## src/rtl/uart_pkg.sv

```systemverilog
// Shared definitions for the UART: baud-select codes, divisor math, FSM states.
package uart_pkg;

   localparam logic [1:0] BAUD_1200   = 2'b00;
   localparam logic [1:0] BAUD_4800   = 2'b01;
   localparam logic [1:0] BAUD_9600   = 2'b10;
   localparam logic [1:0] BAUD_115200 = 2'b11;

   localparam int FRAME_BITS = 11;
   localparam int DIV_W      = 24;

   typedef enum logic [2:0] {
      ST_IDLE,
      ST_START,
      ST_DATA,
      ST_PARITY,
      ST_STOP
   } uart_state_e;

   function automatic int unsigned baud_rate(logic [1:0] sel);
      int unsigned rate;
      case (sel)
         BAUD_1200: rate = 1200;
         BAUD_4800: rate = 4800;
         BAUD_9600: rate = 9600;
         default:   rate = 115200;
      endcase
      return rate;
   endfunction

   // Bit period in clocks, rounded to nearest; only ever evaluated on constants.
   function automatic logic [DIV_W-1:0] baud_div(int unsigned clk_freq, logic [1:0] sel);
      int unsigned rate;
      rate = baud_rate(sel);
      return DIV_W'((clk_freq + rate / 2) / rate);
   endfunction

   function automatic logic frame_parity(logic [7:0] data, logic odd);
      return (^data) ^ odd;
   endfunction

endpackage

```

## src/rtl/uart_rx_core.sv

```systemverilog
// UART receiver: 2-flop synchronizer, start-edge detect, mid-bit sampling FSM.
//
// state     | meaning
// ----------+-----------------------------------------------------------
// ST_IDLE   | waiting for a falling edge on the synchronized line
// ST_START  | counting to the start-bit midpoint, reject glitches there
// ST_DATA   | sampling 8 data bits, LSB first, one per bit period
// ST_PARITY | sampling the parity bit
// ST_STOP   | checking the stop bit; on framing error wait for idle line
module uart_rx_core
   import uart_pkg::*;
(
   input  logic             clk_i,
   input  logic             rst_i,
   input  logic             rx_i,
   input  logic [DIV_W-1:0] div_sel_i,
   input  logic             parity_type_i,
   output logic [7:0]       data_o,
   output logic             ready_o,
   output logic             busy_o,
   output logic             parity_error_o
);

   localparam logic [DIV_W-1:0] ONE = DIV_W'(1);

   logic             rx_s1_q, rx_s2_q, rx_prev_q;
   logic             fall;
   uart_state_e      state_q;
   logic [DIV_W-1:0] div_q, cnt_q;
   logic [7:0]       shift_q, data_q;
   logic [2:0]       bit_q;
   logic             odd_q, par_q, ferr_q;
   logic             ready_q, busy_q, perr_q;
   logic             tc;

   assign fall = rx_prev_q & ~rx_s2_q;
   assign tc   = (cnt_q == '0);

   // Bring the asynchronous line into the clock domain and keep one delayed copy for edge detect.
   always_ff @(posedge clk_i) begin
      if (rst_i) begin
         rx_s1_q   <= 1'b1;
         rx_s2_q   <= 1'b1;
         rx_prev_q <= 1'b1;
      end else begin
         rx_s1_q   <= rx_i;
         rx_s2_q   <= rx_s1_q;
         rx_prev_q <= rx_s2_q;
      end
   end

   // Receive FSM; baud and parity type are captured when the start edge is seen.
   always_ff @(posedge clk_i) begin
      if (rst_i) begin
         state_q <= ST_IDLE;
         div_q   <= '0;
         cnt_q   <= '0;
         shift_q <= '0;
         data_q  <= '0;
         bit_q   <= '0;
         odd_q   <= 1'b0;
         par_q   <= 1'b0;
         ferr_q  <= 1'b0;
         ready_q <= 1'b0;
         busy_q  <= 1'b0;
         perr_q  <= 1'b0;
      end else begin
         ready_q <= 1'b0;
         case (state_q)
            ST_IDLE: begin
               if (fall) begin
                  div_q   <= div_sel_i;
                  cnt_q   <= (div_sel_i >> 1) - ONE;
                  odd_q   <= parity_type_i;
                  ferr_q  <= 1'b0;
                  busy_q  <= 1'b1;
                  state_q <= ST_START;
               end
            end
            ST_START: begin
               if (!tc) begin
                  cnt_q <= cnt_q - ONE;
               end else if (rx_s2_q) begin
                  busy_q  <= 1'b0;
                  state_q <= ST_IDLE;
               end else begin
                  cnt_q   <= div_q - ONE;
                  bit_q   <= '0;
                  state_q <= ST_DATA;
               end
            end
            ST_DATA: begin
               if (!tc) begin
                  cnt_q <= cnt_q - ONE;
               end else begin
                  cnt_q   <= div_q - ONE;
                  shift_q <= {rx_s2_q, shift_q[7:1]};
                  if (bit_q == 3'd7) begin
                     state_q <= ST_PARITY;
                  end else begin
                     bit_q <= bit_q + 3'd1;
                  end
               end
            end
            ST_PARITY: begin
               if (!tc) begin
                  cnt_q <= cnt_q - ONE;
               end else begin
                  cnt_q   <= div_q - ONE;
                  par_q   <= rx_s2_q;
                  state_q <= ST_STOP;
               end
            end
            ST_STOP: begin
               if (ferr_q) begin
                  // Framing error: hold here until the line returns high so a
                  // long low period is not mistaken for a new start bit.
                  if (rx_s2_q) begin
                     ferr_q  <= 1'b0;
                     busy_q  <= 1'b0;
                     state_q <= ST_IDLE;
                  end
               end else if (!tc) begin
                  cnt_q <= cnt_q - ONE;
               end else if (rx_s2_q) begin
                  data_q  <= shift_q;
                  perr_q  <= par_q ^ frame_parity(shift_q, odd_q);
                  ready_q <= 1'b1;
                  busy_q  <= 1'b0;
                  state_q <= ST_IDLE;
               end else begin
                  ferr_q <= 1'b1;
               end
            end
            default: begin
               busy_q  <= 1'b0;
               state_q <= ST_IDLE;
            end
         endcase
      end
   end

   assign data_o         = data_q;
   assign ready_o        = ready_q;
   assign busy_o         = busy_q;
   assign parity_error_o = perr_q;

endmodule

```

## src/rtl/uart_module.sv

```systemverilog
// Full-duplex 8N... 8-data/parity/1-stop UART top: inline transmitter plus RX core.
//
// state     | meaning (TX)
// ----------+-----------------------------------------------------------
// ST_IDLE   | line high, waiting for send_data
// ST_START  | driving the start bit (0) for one bit period
// ST_DATA   | driving 8 data bits, LSB first
// ST_PARITY | driving (^data) ^ parity_type
// ST_STOP   | driving the stop bit (1); busy drops when it ends
module uart_module
   import uart_pkg::*;
#(
   parameter int unsigned CLK_FREQ = 50_000_000
) (
   input  logic       sys_clk,
   input  logic       reset,
   input  logic [1:0] baud_select,
   input  logic [7:0] tx_data_in,
   input  logic       send_data,
   input  logic       parity_type,
   input  logic       rx_in,
   output logic       tx_out,
   output logic       tx_busy,
   output logic [7:0] rx_data_out,
   output logic       rx_data_ready,
   output logic       rx_busy,
   output logic       parity_error
);

   localparam logic [DIV_W-1:0] DIV_1200   = baud_div(CLK_FREQ, BAUD_1200);
   localparam logic [DIV_W-1:0] DIV_4800   = baud_div(CLK_FREQ, BAUD_4800);
   localparam logic [DIV_W-1:0] DIV_9600   = baud_div(CLK_FREQ, BAUD_9600);
   localparam logic [DIV_W-1:0] DIV_115200 = baud_div(CLK_FREQ, BAUD_115200);
   localparam logic [DIV_W-1:0] ONE        = DIV_W'(1);

   logic [DIV_W-1:0] div_sel_d;

   uart_state_e      tx_state_q;
   logic [DIV_W-1:0] tx_div_q, tx_cnt_q;
   logic [7:0]       tx_shift_q;
   logic [2:0]       tx_bit_q;
   logic             tx_par_q, tx_out_q, tx_busy_q;
   logic             tx_tc;

   assign tx_tc = (tx_cnt_q == '0);

   // Divisor for the currently selected baud rate; each path latches it at frame start.
   always_comb begin
      div_sel_d = DIV_115200;
      case (baud_select)
         BAUD_1200:   div_sel_d = DIV_1200;
         BAUD_4800:   div_sel_d = DIV_4800;
         BAUD_9600:   div_sel_d = DIV_9600;
         BAUD_115200: div_sel_d = DIV_115200;
         default:     div_sel_d = DIV_115200;
      endcase
   end

   // Transmit FSM; each state holds the line for exactly one latched bit period.
   always_ff @(posedge sys_clk) begin
      if (reset) begin
         tx_state_q <= ST_IDLE;
         tx_div_q   <= '0;
         tx_cnt_q   <= '0;
         tx_shift_q <= '0;
         tx_bit_q   <= '0;
         tx_par_q   <= 1'b0;
         tx_out_q   <= 1'b1;
         tx_busy_q  <= 1'b0;
      end else begin
         case (tx_state_q)
            ST_IDLE: begin
               if (send_data) begin
                  tx_div_q   <= div_sel_d;
                  tx_cnt_q   <= div_sel_d - ONE;
                  tx_shift_q <= tx_data_in;
                  tx_par_q   <= frame_parity(tx_data_in, parity_type);
                  tx_bit_q   <= '0;
                  tx_out_q   <= 1'b0;
                  tx_busy_q  <= 1'b1;
                  tx_state_q <= ST_START;
               end
            end
            ST_START: begin
               if (!tx_tc) begin
                  tx_cnt_q <= tx_cnt_q - ONE;
               end else begin
                  tx_cnt_q   <= tx_div_q - ONE;
                  tx_out_q   <= tx_shift_q[0];
                  tx_state_q <= ST_DATA;
               end
            end
            ST_DATA: begin
               if (!tx_tc) begin
                  tx_cnt_q <= tx_cnt_q - ONE;
               end else begin
                  tx_cnt_q <= tx_div_q - ONE;
                  if (tx_bit_q == 3'd7) begin
                     tx_out_q   <= tx_par_q;
                     tx_state_q <= ST_PARITY;
                  end else begin
                     tx_bit_q   <= tx_bit_q + 3'd1;
                     tx_out_q   <= tx_shift_q[1];
                     tx_shift_q <= tx_shift_q >> 1;
                  end
               end
            end
            ST_PARITY: begin
               if (!tx_tc) begin
                  tx_cnt_q <= tx_cnt_q - ONE;
               end else begin
                  tx_cnt_q   <= tx_div_q - ONE;
                  tx_out_q   <= 1'b1;
                  tx_state_q <= ST_STOP;
               end
            end
            ST_STOP: begin
               if (!tx_tc) begin
                  tx_cnt_q <= tx_cnt_q - ONE;
               end else begin
                  tx_busy_q  <= 1'b0;
                  tx_state_q <= ST_IDLE;
               end
            end
            default: begin
               tx_out_q   <= 1'b1;
               tx_busy_q  <= 1'b0;
               tx_state_q <= ST_IDLE;
            end
         endcase
      end
   end

   assign tx_out  = tx_out_q;
   assign tx_busy = tx_busy_q;

   uart_rx_core u_rx (
      .clk_i          (sys_clk),
      .rst_i          (reset),
      .rx_i           (rx_in),
      .div_sel_i      (div_sel_d),
      .parity_type_i  (parity_type),
      .data_o         (rx_data_out),
      .ready_o        (rx_data_ready),
      .busy_o         (rx_busy),
      .parity_error_o (parity_error)
   );

endmodule

```

## config.mk

```make
export PLATFORM = sky130hd
export DESIGN_NAME = uart_module
export DESIGN_NICKNAME = d
export VERILOG_FILES = /design/src/rtl/uart_pkg.sv /design/src/rtl/uart_rx_core.sv /design/src/rtl/uart_module.sv
export SDC_FILE = /design/constraint.sdc
export NUM_CORES = 1
export LEC_CHECK = 0
export ABC_CLOCK_PERIOD_IN_PS = 7900
export BUFFER_PORTS_ARGS = -buffer_cell sky130_fd_sc_hd__buf_2
export CORE_MARGIN = 5
export CORE_UTILIZATION = 45
export DETAILED_ROUTE_END_ITERATION = 10
export GPL_TIMING_DRIVEN = 0
export SYNTH_ARGS = -nofsm -noshare
export SYNTH_HDL_FRONTEND = slang
export SYNTH_SLANG_ARGS = --single-unit
```

## constraint.sdc

```tcl
create_clock -name sys_clk -period 7.9 [get_ports sys_clk]
set_input_delay 0.395 -clock sys_clk [delete_from_list [all_inputs] [get_ports sys_clk]]
set_output_delay 0.395 -clock sys_clk [all_outputs]
set_load 0.01 [all_outputs]
```

### Yosys cells after proc, flatten, opt, wreduce, memory -nomap -nowiden

Index checks and enable logic that the tools add are counted.

| word-level totals | value |
|---|---|
| register bits after elaboration | 144 |
| bits in latches | 0 |
| RAM bits | 0 |
| memory bits (read-only) | 0 |
| bits of input ports | 15 |
| output and inout bits | 13 |
| word-level logic and storage cells | 166 |
| memories | 0 |

| cells by class | value |
|---|---|
| add/subtract/negate cells | 8 |
| multipliers | 0 |
| div/mod/pow operators | 0 |
| $lt $le $gt $ge | 0 |
| equal/unequal tests | 32 |
| shift operators | 0 |
| mux-type cells | 62 |
| bitwise operators | 11 |
| reductions and logical operators | 30 |

Operator list:

| cell | number |
|---|---|
| 2-to-1 mux 24 bit | 9 |
| one-hot mux 24 bit (4 select lines) | 2 |
| subtractor 24 x 1 -> 24 bit (second input constant) | 5 |
| one-hot mux 24 bit (3 select lines) | 1 |
| 2-to-1 mux 3 bit | 21 |
| logical NOT 24 bit | 2 |
| one-hot mux 3 bit (5 select lines) | 2 |
| 2-to-1 mux 8 bit | 3 |
| inequality test 2 bit (second input constant) | 12 |
| subtractor 23 x 1 -> 24 bit (second input constant) | 1 |
| 2-to-1 mux 1 bit | 16 |
| one-hot mux 8 bit (2 select lines) | 1 |
| parity 8 bit | 2 |
| AND reduction 5 bit | 3 |
| == test 3 x 2 -> 1 bit (second input constant) | 4 |
| == test 3 bit (second input constant) | 4 |
| one-hot mux 3 bit (2 select lines) | 2 |
| AND reduction 2 bit | 6 |
| AND reduction 6 bit | 2 |
| inequality test 2 x 1 -> 1 bit (second input constant) | 5 |
| AND reduction 4 bit | 2 |
| NOT 1 bit | 7 |
| adder 3 x 1 -> 3 bit (second input constant) | 2 |
| == test 3 x 1 -> 1 bit (second input constant) | 2 |
| other kinds (20) | 27 |

### Longest topological paths before layout

| logic depth | value |
|---|---|
| depth in word-level cells | 5 |
| gate-level depth with buffers | 11 |
| gate-level depth less buffers | 10 |

### By module

Synthesis repeated with hierarchy kept, for this count alone.

| unflattened totals | value |
|---|---|
| cells, all modules | 1115 |
| area total of the unflattened synthesis | 8544.4 µm² |

By module, submodules not included:

| module | instances | cells an instance | area each (µm²) | seq. area each (µm²) |
|---|---|---|---|---|
| uart_rx_core | 1 | 675 | 4977.3 | 1581.5 |
| uart_module | 1 | 440 | 3567.2 | 1021.0 |

### Least setup slack after synthesis

Ideal clock, no wire load.

| path | value |
|---|---|
| path type | register to register |
| from | register u_rx.cnt_q[14] |
| to | register u_rx.cnt_q[2] |
| library setup time | 135 ps |
| arrival | 2337 ps |
| data required time | 7765 ps |
| setup slack | 5428 ps |
| stages on the path, launching flop included | 9 |
| buffers on the path | 2 |
| cell sequence | dfxtp_1 -> or4_1 -> buf_2 -> or3_4 -> or3_1 -> buf_6 -> mux2_4 -> o22ai_1 -> o32ai_1 |

| between the ends | value |
|---|---|
| word-level cells in the longest chain between the ends | 3 |
| elaborated cells between the ends (all ways) | 7 |
| those cells by class | 2 x eq/ne; 3 x mux; 2 x reduce/logical |

Ends and longest elaborated chain:

| what | RTL line | text |
|---|---|---|
| start, declared | uart_rx_core.sv:29 | `logic [DIV_W-1:0] div_q, cnt_q;` |
| start signal, assigned | uart_rx_core.sv:73 | `cnt_q <= (div_sel_i >> 1) - ONE;` |
| start signal, assigned | uart_rx_core.sv:82 | `cnt_q <= cnt_q - ONE;` |
| start signal, assigned | uart_rx_core.sv:87 | `cnt_q <= div_q - ONE;` |
| logical NOT 24 bit * | uart_rx_core.sv:37 | `assign tc = (cnt_q == '0);` |
| inequality test 3 bit (no source line) (tied with other cells) | -- |  |
| AND reduction 5 bit (no source line) / one-hot mux 24 bit (4 select lines) (equally long branches) | -- |  |

Mark *: on every way between the ends. The rest lies on a longest branch, timed or not.
A chain may end at the register's enable or synchronous reset.

### Final worst setup path

| path | value |
|---|---|
| from | register tx_cnt_q[6] |
| to | register tx_cnt_q[6] |

| between the ends | value |
|---|---|
| word-level cells in the longest chain between the ends | 3 |
| elaborated cells between the ends (all ways) | 7 |
| those cells by class | 1 x add/sub; 1 x eq/ne; 3 x mux; 2 x reduce/logical |

Ends and longest elaborated chain:

| what | RTL line | text |
|---|---|---|
| start, declared | uart_module.sv:39 | `logic [DIV_W-1:0] tx_div_q, tx_cnt_q;` |
| start signal, assigned | uart_module.sv:75 | `tx_cnt_q <= div_sel_d - ONE;` |
| start signal, assigned | uart_module.sv:86 | `tx_cnt_q <= tx_cnt_q - ONE;` |
| start signal, assigned | uart_module.sv:88 | `tx_cnt_q <= tx_div_q - ONE;` |
| subtractor 24 x 1 -> 24 bit / logical NOT 24 bit (equally long branches) | -- |  |
| 2-to-1 mux 24 bit (tied with other cells) | uart_module.sv:118 | `if (!tx_tc) begin` |
| one-hot mux 24 bit (3 select lines) / AND reduction 3 bit (equally long branches) | -- |  |

Parallel ways exist; a longest one is shown, timed or not. The select of a mux whose other input is x is not followed.

==> reports/summary.txt <==
Nets = 1092
Post-synth EDFFs = 0
Die width = 139.1 µm
Pwr per Cell Area = 292.6 nW/µm²
Setup bufs post-CTS = 0
Cell variety after synth = 78
Mapped Avg Cell Area = 7.417 µm²
Fin crit period = 3367 ps
Ant. Diodes = 0
Final setup fails = 0
Detailed Route Iter0 Violations = 848
CTS Root Cell = clkbuf_16
CTS max path bufs = 2
DP HPWL = 18530 µm
Syn nets = 1047
Fin Setup TNS = 0 ps
Clock skew = 6.969 ps
Placeable Area = 16470 µm²
Fraction of registers with async set/reset = 0
Critical Path AT = 3660 ps
Largest net degree at the start of global routing = 17
Internal power = 0.001429 W
Fin cells = 1289
Sw Pwr = 0.001051 W
CP required = 8190 ps
Ports = 28
Hold path start = rx_in
Number of global-route vias before repair = 7529
Net Sw Frac = 0.4237
DRT Wirelength = 25720 µm
Clock Power Share = 0.307
Slew headroom = 0.2056
Max cap viols = 0
Worst-path clk slew = 60 ps
Fill cell total of the finished layout = 1696
RR Startpoint = tx_cnt_q[6]
Port bufs = 26
Status = finished, final reports clean
Vias post-DR = 7966
HP Class = in2reg
Area growth syn-to-layout = 13.02%
RSZ-0062 raised after global routing = no
Worst VDD drop = 163.5 µV
Most frequently used flop master after synthesis = dfxtp_1
Vias per Instance = 6.180
Syn Std Cell Area = 7498 µm²
Clock sinks = 116
Crit Path Category = reg2reg
Inserted Clock Buffers = 17
# rows = 47
Clk Latency, worst-skew pair = 420 ps
Lkg Pwr = 3.062 nW
GR Util All Layers = 0.2652
Post_cts resized = 0
Crit share post-route = 0.4262
Routability congestion estimate = 0.9569
Cells after synthesis = 1011
Crit. End Element = flop
Remaining Overflow, GRT = 0
DRC = 0
Crit path max fanout = 10
Flip-flop and latch area = 2322 µm²
Placed instance count = 1257
TritonCTS clock tree = done
Ratio of cells with drive above 1 in the final layout = 0.09167
DIE AREA = 19340 µm²
Initial antenna violation count = 0
H-Tree Depth = 4
Worst setup SP type = flop
Wire length of the first global-routing pass = 41230 µm
Gate power share = 0.413
Hold Violations, Final = 0
Syn. warnings = 0
Slew Viols, Final = 0
Max Freq = 297.0 MHz
Post-route ant nets = 0
Initial Utilization = 0.4554
Post-synthesis sequential area ratio = 0.3097
Drt pass-1 iters = 5
CTS Hold Bufs = 0
Drt wl/cell = 19.95 µm
Die Height = 139.1 µm
Area of the multi-input gates = 4801 µm²
Yosys reg bits = 116
Least-Margin Pin Slew = 1189 ps
Reg power frac = 0.280
Setup crit start = tx_cnt_q[6]
-- cells in the final DEF (no fill, tap or decap), types with 7 or more instances in the layout --
cell / netlist / routed
nor3b_1: 8 / 8
ha_1: 21 / 21
nand2_1: 127 / 127
xor2_1: 21 / 21
clkbuf_16: 0 / 17
a21oi_1: 78 / 78
a311oi_1: 14 / 14
nor3_1: 51 / 51
mux2i_1: 11 / 11
buf_2: 6 / 32
nand3_1: 36 / 36
nor4_1: 24 / 24
or4_1: 7 / 7
a31oi_1: 21 / 21
o22ai_1: 8 / 8
inv_1: 20 / 20
nor2_1: 115 / 115
xnor2_1: 35 / 35
nand2b_1: 13 / 13
o21ai_0: 34 / 34
or3_1: 10 / 10
a211oi_1: 18 / 18
o211ai_1: 9 / 9
clkbuf_1: 63 / 63
dfxtp_1: 116 / 116
o21a_1: 7 / 7
or2_2: 10 / 10
nand4_1: 17 / 17
-- through the flow --
stage / total power, W / area (µm²) / hold slack (ps) / util / setup WS (ps)
after floorplan: 0.001426 / 7498 / 389.5 / - / 5428
after global placement: 0.001688 / 7904 / 390.2 / 0.4800 / 4693
after detailed placement: 0.001684 / 7904 / 398.5 / 0.4800 / 4756
after CTS: 0.002450 / 8474 / 135.7 / 0.5147 / 4751
after global routing: 0.002601 / 8474 / 139.3 / 0.5147 / 4363
final: 0.002479 / 8474 / 152.7 / 0.5147 / 4533
-- worst max-delay path: stages, from the launching register on --
cell,delay (ps)
dfxtp_1,350
nor3_2,530
nand4_1,410
nor2_1,230
clkbuf_1,550
buf_1,560
nand2_1,220
o21ai_0,300
a311oi_1,80
-- cell type report --
cell class                 count  share of cell area
buffer                        75             0.03543
clock inverter                15             0.01713
clock buffer                  17             0.05020
multi-input combinational    800              0.5665
inverter                      20            0.008859
sequential                   116              0.2740
timing repair buffer          26             0.01536
tap                          220             0.03248
-- final timing paths --
path | to | slack, ps | cells after the start
max | tx_cnt_q[6] | 4530 | 8
min | u_rx.rx_s1_q | 150 | 2
max reg2reg | tx_cnt_q[6] | 4530 | 8
min reg2reg | u_rx.rx_s2_q | 410 | 1
-- kinds of logic (layout without fill, tap and decap cells) --
family | count (synthesis) | in the layout | synth area share
buffers and inverters | 95 | 153 | 0.05006
DFF | 116 | 116 | 0.3097
xor gates and xnor gates | 56 | 56 | 0.06541
muxes | 12 | 12 | 0.01669
adders and majority gates | 21 | 21 | 0.03504
AOI/OAI and AO/OA | 248 | 248 | 0.2168
and+or+nand+nor | 463 | 463 | 0.3064
-- layer usage --
metal,share of wire,vias up,wire length [µm],global-route usage
met5,0,-,0,0
met4,0.035,0,905,0.1153
met3,0.085,70,2183,0.05966
met2,0.43,386,10940,0.3958
met1,0.45,3750,11690,0.3673
li1,-,3760,-,-
-- state kept, by name, indices dropped and copies added, names as in the netlist, 3 cells and up --
register and count:
tx_div_q 10, tx_bit_q 3, tx_state_q 3, tx_cnt_q 24, u_rx.div_q 10, u_rx.state_q 3
u_rx.shift_q 8, tx_shift_q 8, u_rx.data_o 8, u_rx.bit_q 3, u_rx.cnt_q 24
-- synth_stat cells (8+ instances only) --
cell,number,share of area
nand2b_1,13,0.011
or3_1,10,0.0083
o21ai_0,34,0.023
xor2_1,21,0.025
a21oi_1,78,0.052
nand3_1,36,0.024
nand4_1,17,0.014
nand2_1,127,0.064
a211oi_1,18,0.018
nor2_1,115,0.058
a311oi_1,14,0.016
or2_2,10,0.0083
ha_1,21,0.035
nor3_1,51,0.034
clkbuf_1,63,0.032
nor3b_1,8,0.0080
a31oi_1,21,0.018
nor4_1,24,0.020
dfxtp_1,116,0.31
o22ai_1,8,0.0067
inv_1,20,0.010
xnor2_1,35,0.041
o211ai_1,9,0.0090
mux2i_1,11,0.015
-- power by group through the flow --
stage | clock network, W | registers, W | logic (W)
detailed placement | 0 | 0.000703 | 0.000981
CTS | 0.000769 | 0.000691 | 0.000990
finish | 0.000762 | 0.000693 | 0.00102
global placement | 0 | 0.000703 | 0.000985
global route | 0.000797 | 0.000701 | 0.00110
floorplan | 0 | 0.000690 | 0.000736
Note: power is estimated with default switching activity, not from simulation.
